[src/rtl/fifo_param.sv]
// Parametrised synchronous FIFO on a register array, with occupancy,
// threshold flags, error pulses and an optional first-word-fall-through read.
module fifo_param #(
   parameter int WIDTH    = 8,
   parameter int ADDR_W   = 4,
   parameter int AF_LEVEL = 14,
   parameter int AE_LEVEL = 2,
   parameter int FWFT     = 0
) (
   input  logic              clk,
   input  logic              reset,
   input  logic              write,
   input  logic [WIDTH-1:0]  inputBus,
   input  logic              read,
   output logic [WIDTH-1:0]  outputBus,
   output logic              empty,
   output logic              full,
   output logic              almost_empty,
   output logic              almost_full,
   output logic [ADDR_W:0]   count,
   output logic              overflow,
   output logic              underflow
);

   localparam int DEPTH = 2 ** ADDR_W;
   localparam logic [ADDR_W:0] DEPTH_CNT = DEPTH[ADDR_W:0];
   localparam logic [ADDR_W:0] AF_CNT    = AF_LEVEL[ADDR_W:0];
   localparam logic [ADDR_W:0] AE_CNT    = AE_LEVEL[ADDR_W:0];

   logic [WIDTH-1:0]  mem [DEPTH];
   logic [ADDR_W-1:0] wr_ptr;
   logic [ADDR_W-1:0] rd_ptr;
   logic              rd_acc;
   logic              wr_acc;

   // A full FIFO still takes a write when a read frees a slot this edge.
   assign rd_acc = read & ~empty;
   assign wr_acc = write & (~full | rd_acc);

   assign empty        = (count == '0);
   assign full         = (count == DEPTH_CNT);
   assign almost_empty = (count <= AE_CNT);
   assign almost_full  = (count >= AF_CNT);

   // Storage is deliberately left out of reset.
   always_ff @(posedge clk) begin
      if (wr_acc) begin
         mem[wr_ptr] <= inputBus;
      end
   end

   always_ff @(posedge clk or posedge reset) begin
      if (reset) begin
         wr_ptr    <= '0;
         rd_ptr    <= '0;
         count     <= '0;
         overflow  <= 1'b0;
         underflow <= 1'b0;
      end else begin
         overflow  <= write & ~wr_acc;
         underflow <= read & ~rd_acc;
         if (wr_acc) begin
            wr_ptr <= wr_ptr + 1'b1;
         end
         if (rd_acc) begin
            rd_ptr <= rd_ptr + 1'b1;
         end
         case ({wr_acc, rd_acc})
            2'b10:   count <= count + 1'b1;
            2'b01:   count <= count - 1'b1;
            default: count <= count;
         endcase
      end
   end

   generate
      if (FWFT != 0) begin : g_fwft
         assign outputBus = empty ? '0 : mem[rd_ptr];
      end else begin : g_reg
         logic [WIDTH-1:0] dout;

         always_ff @(posedge clk or posedge reset) begin
            if (reset) begin
               dout <= '0;
            end else if (rd_acc) begin
               dout <= mem[rd_ptr];
            end
         end

         assign outputBus = dout;
      end
   endgenerate

endmodule

[config.mk]
export PLATFORM = sky130hd
export DESIGN_NAME = fifo_param
export DESIGN_NICKNAME = d
export VERILOG_FILES = /design/src/rtl/fifo_param.sv
export SDC_FILE = /design/constraint.sdc
export NUM_CORES = 1
export LEC_CHECK = 0
export ABC_AREA = 1
export CORE_ASPECT_RATIO = 0.8
export CORE_UTILIZATION = 50
export CTS_BUF_LIST = sky130_fd_sc_hd__clkbuf_16
export DETAILED_ROUTE_END_ITERATION = 10
export PLACE_DENSITY_LB_ADDON = 0.05
export SLEW_MARGIN = 20
export SYNTH_ARGS = -nofsm -noshare
export SYNTH_HDL_FRONTEND = slang
export SYNTH_SLANG_ARGS = --single-unit
[constraint.sdc]
create_clock -name clk -period 4.3 [get_ports clk]
set_input_delay 0.86 -clock clk [delete_from_list [all_inputs] [get_ports clk]]
set_output_delay 0.86 -clock clk [all_outputs]
set_load 0.01 [all_outputs]
==> results.md <==
- Largest family of logic cells by synthesized area: simple AND/OR/NAND/NOR gates
- Post-synthesis mux area share: 0%
- R2R depth: 13
- RR Startpoint: count[2]
- Worst path depth: 4
- Adder-Cell Fraction of Synth Area: under 10%
- Synth unique cells: 21
- CP max FO: 5
- Worst Skew: 9.95 ps
- Routed length per instance: 17.3 um
- CTS Buf Count: 17
- Antenna viol nets, final: 0
- WP data required: 3440 ps
- Synth Area in Compound Gates: around 1.7%
- Worst-path clk slew: 60 ps
- Number of max-cap violations: 0
- Syn avg cell area: around 10 um2
- First-pass GRT wire length: ~24000 um
- Post-Syn Nets: about 660
- Vias: ~4400
- Syn-to-layout area delta: 14.6%
- Die ar.: 13700 um2
- CP arrival: approximately 1900 ps
- I/O pin count: 31
- Ys async rst share: around 15%
- RSZ-0062 raised after global routing: false
- Reg2Reg Setup Slack: 1670 ps
- Clock insertion delay at the later pin of the skew report: roughly 430 ps
- Vias in the first global route: 4257
- Routed WL: 14700 um
- Die W: approximately 130 um
- FF+latch count, synth: 151
- Synth Area in Simple Gates: between 20% and 30%
- Num rows: 37
- PortBufs: 30
- Top post-synthesis cells by count: nand2_1 (221), edfxtp_1 (128), nand3_1 (91), inv_1 (88), dfrtp_1 (23)
- Setup tns final: 0 ps
- Post-CTS setup buffers: 0
- Seq/Total Area, Yosys: between 60% and 70%
- Core footprint: around 13000 um2
- GRT overflow: 0
- Antenna violations before repair: 0
- # fillers: 1110
- Yosys warnings: 0
- PD cells: about 660 nW/um2
- Largest net degree at the start of global routing: 75
- Status: finished clean
- # setup viols final: 0
- Worst-path cell chain: nor2_1 > nand3_1 > inv_1 > clkdlybuf4s50_1
- Slew Viols, Final: 0
- Lkg Pwr: 3.24 nW
- Hold_ws: roughly 480 ps
- Slew margin rel.: around 29%
- Largest cells by area after synthesis: edfxtp_1 (58%), nand2_1 (13%), dfrtp_1 (8.7%)
- Synth Cell Area: around 6600 um2
- Worst vdd ir: 354 uV
- CP endpoint kind: primary output
- Top Family by Delay on Critical Path: buffers and inverters
- CTS Root Cell: clkbuf_16
- H-tree levels: 4
- Clock Tree Buf Depth: 2
- Die Y: 105 um
- All-layer global routing usage: 24.3%
- Clock sink count: between 150 and 200
- Final period util: approximately 64%
- Post-synth EDFFs: around 130
- Ant diodes: 0
- Period minus WS final: about 2800 ps
- Worst path buffer plus inverter count: 2
- Slowest cell on crit path: clkdlybuf4s50_1
- Worst Hold Class: reg2reg
- Share of layout cells above drive strength 1: between 5 and 6%
- Avg Vias per Cell: between 5 and 6
- Synthesized instance count: 640
- Delay of the slowest critical-path stage: about 550 ps
- Worst Hold End: outputBus[3]
- Hold_buf cts: 0
- Yosys top cell by area: edfxtp_1
- Main synth FF type: edfxtp_1
- Routability congestion estimate: 0.858
- Fmax: 361 MHz
- DRC Markers: 0
- Initial Util: between 50% and 60%
- Total power: approximately 5 mW
- 1st-iter DRT viols: 430
- Post-CTS resize count: 0
- Detailed placer's ending HPWL: 9280 um
- CTS tree: yes
- Post-synth top area share: between 50% and 60%
- DR pass1 iterations: 5
- Setup Crit Path Kind: reg2out
- Worst-Margin Slew: ~1100 ps
- Hold Vio Cnt, Final: 0
- XOR/XNOR share of the synthesized area: approximately 1.2%
- RR Endpoint: count[4]
- Hold depth: 2
- Most common cell in the netlist: nand2_1
- Startpoint types: flop
- Fin nets: 686
- Hold Startpoint: outputBus[3]
power breakdown:
group	total, mW	internal, mW	switching [mW]
combinational	1.66	0.554	1.11
sequential	1.97	1.82	0.148
clock	1.39	0.845	0.549
metrics by stage:
step | cell area (um2) | utilization [%] | std cells | setup WS, ps
floorplan | 6600 | - | 640 | 2220
CTS | 7560 | 58.8 | 853 | 1520
global placement | 7000 | 54.4 | 821 | 1160
finish | 7560 | 58.8 | 853 | 1530
global route | 7560 | 58.8 | 853 | 1340
detailed placement | 7000 | 54.4 | 821 | 1130
final cells by class:
| cell class | count | area, um2 | share of cell area (%) |
|---|---|---|---|
| flip-flops and latches | 151 | 4420 | 58.4 |
| multi-input cells | 373 | 1710 | 22.6 |
| clock buffers | 19 | 475 | 6.29 |
| inverters | 89 | 334 | 4.42 |
| repair buffers | 33 | 323 | 4.27 |
| well taps | 175 | 219 | 2.89 |
| clock inverters | 13 | 86.3 | 1.14 |
logic make-up (layout without fill, tap and decap cells):
family | after synthesis | count (layout)
AND/OR/NAND/NOR | 339 | 339
flip-flops | 151 | 151
buffers and inverters | 116 | 154
AO/OA/AOI/OAI | 16 | 16
adder cells (fa/ha/maj) | 9 | 9
XOR/XNOR | 9 | 9
registers in the layout (all words and copies together), names as in the netlist:
register   cells
underflow      1
wr_ptr         4
outputBus      8
rd_ptr         4
mem          128
overflow       1
count          5
cell usage in the layout, fill, tap and decap left out:
master             n
clkinv_2           5
dfrtp_2            1
nor3_1             2
buf_4              3
clkinv_4           1
clkinv_1           6
xor2_1             7
bufinv_16          1
edfxtp_1         128
o21ai_0            2
clkdlybuf4s50_1   30
clkbuf_16         19
ha_1               8
o211ai_1           8
dfrtp_1           22
inv_1             89
nand2_1          221
nand2_2            3
xnor2_1            2
a21oi_4            1
nor2_1            22
fa_1               1
nand3_1           91
a21oi_1            5
metal layers:
layer	vias up	wire length, um	GRT usage (%)
met4	0	486	12.1
met3	38	741	6.04
met1	2080	6990	35.0
li1	2127	-	-
met2	133	6500	34.3
met5	-	0	0
how the worst max path moves through the flow:
stage | start | endpoint | slack (ps)
3_5_place_dp | read | count[4] | 1130
6_report | count[2] | full | 1530
3_3_place_gp | read | count[4] | 1160
5_1_grt | read | count[4] | 1340
4_1_cts | count[2] | full | 1520
2_1_floorplan | read | count[4] | 2220
worst reg2reg max path, delay by kind of cell (launching register included):
family          cells  cell delay (ps)
fa+ha+maj           1              330
compound gates      1              230
simple gates        8             1170
flops               1              420
buf+inv             3              370
Note: power is estimated with default switching activity, not from simulation.
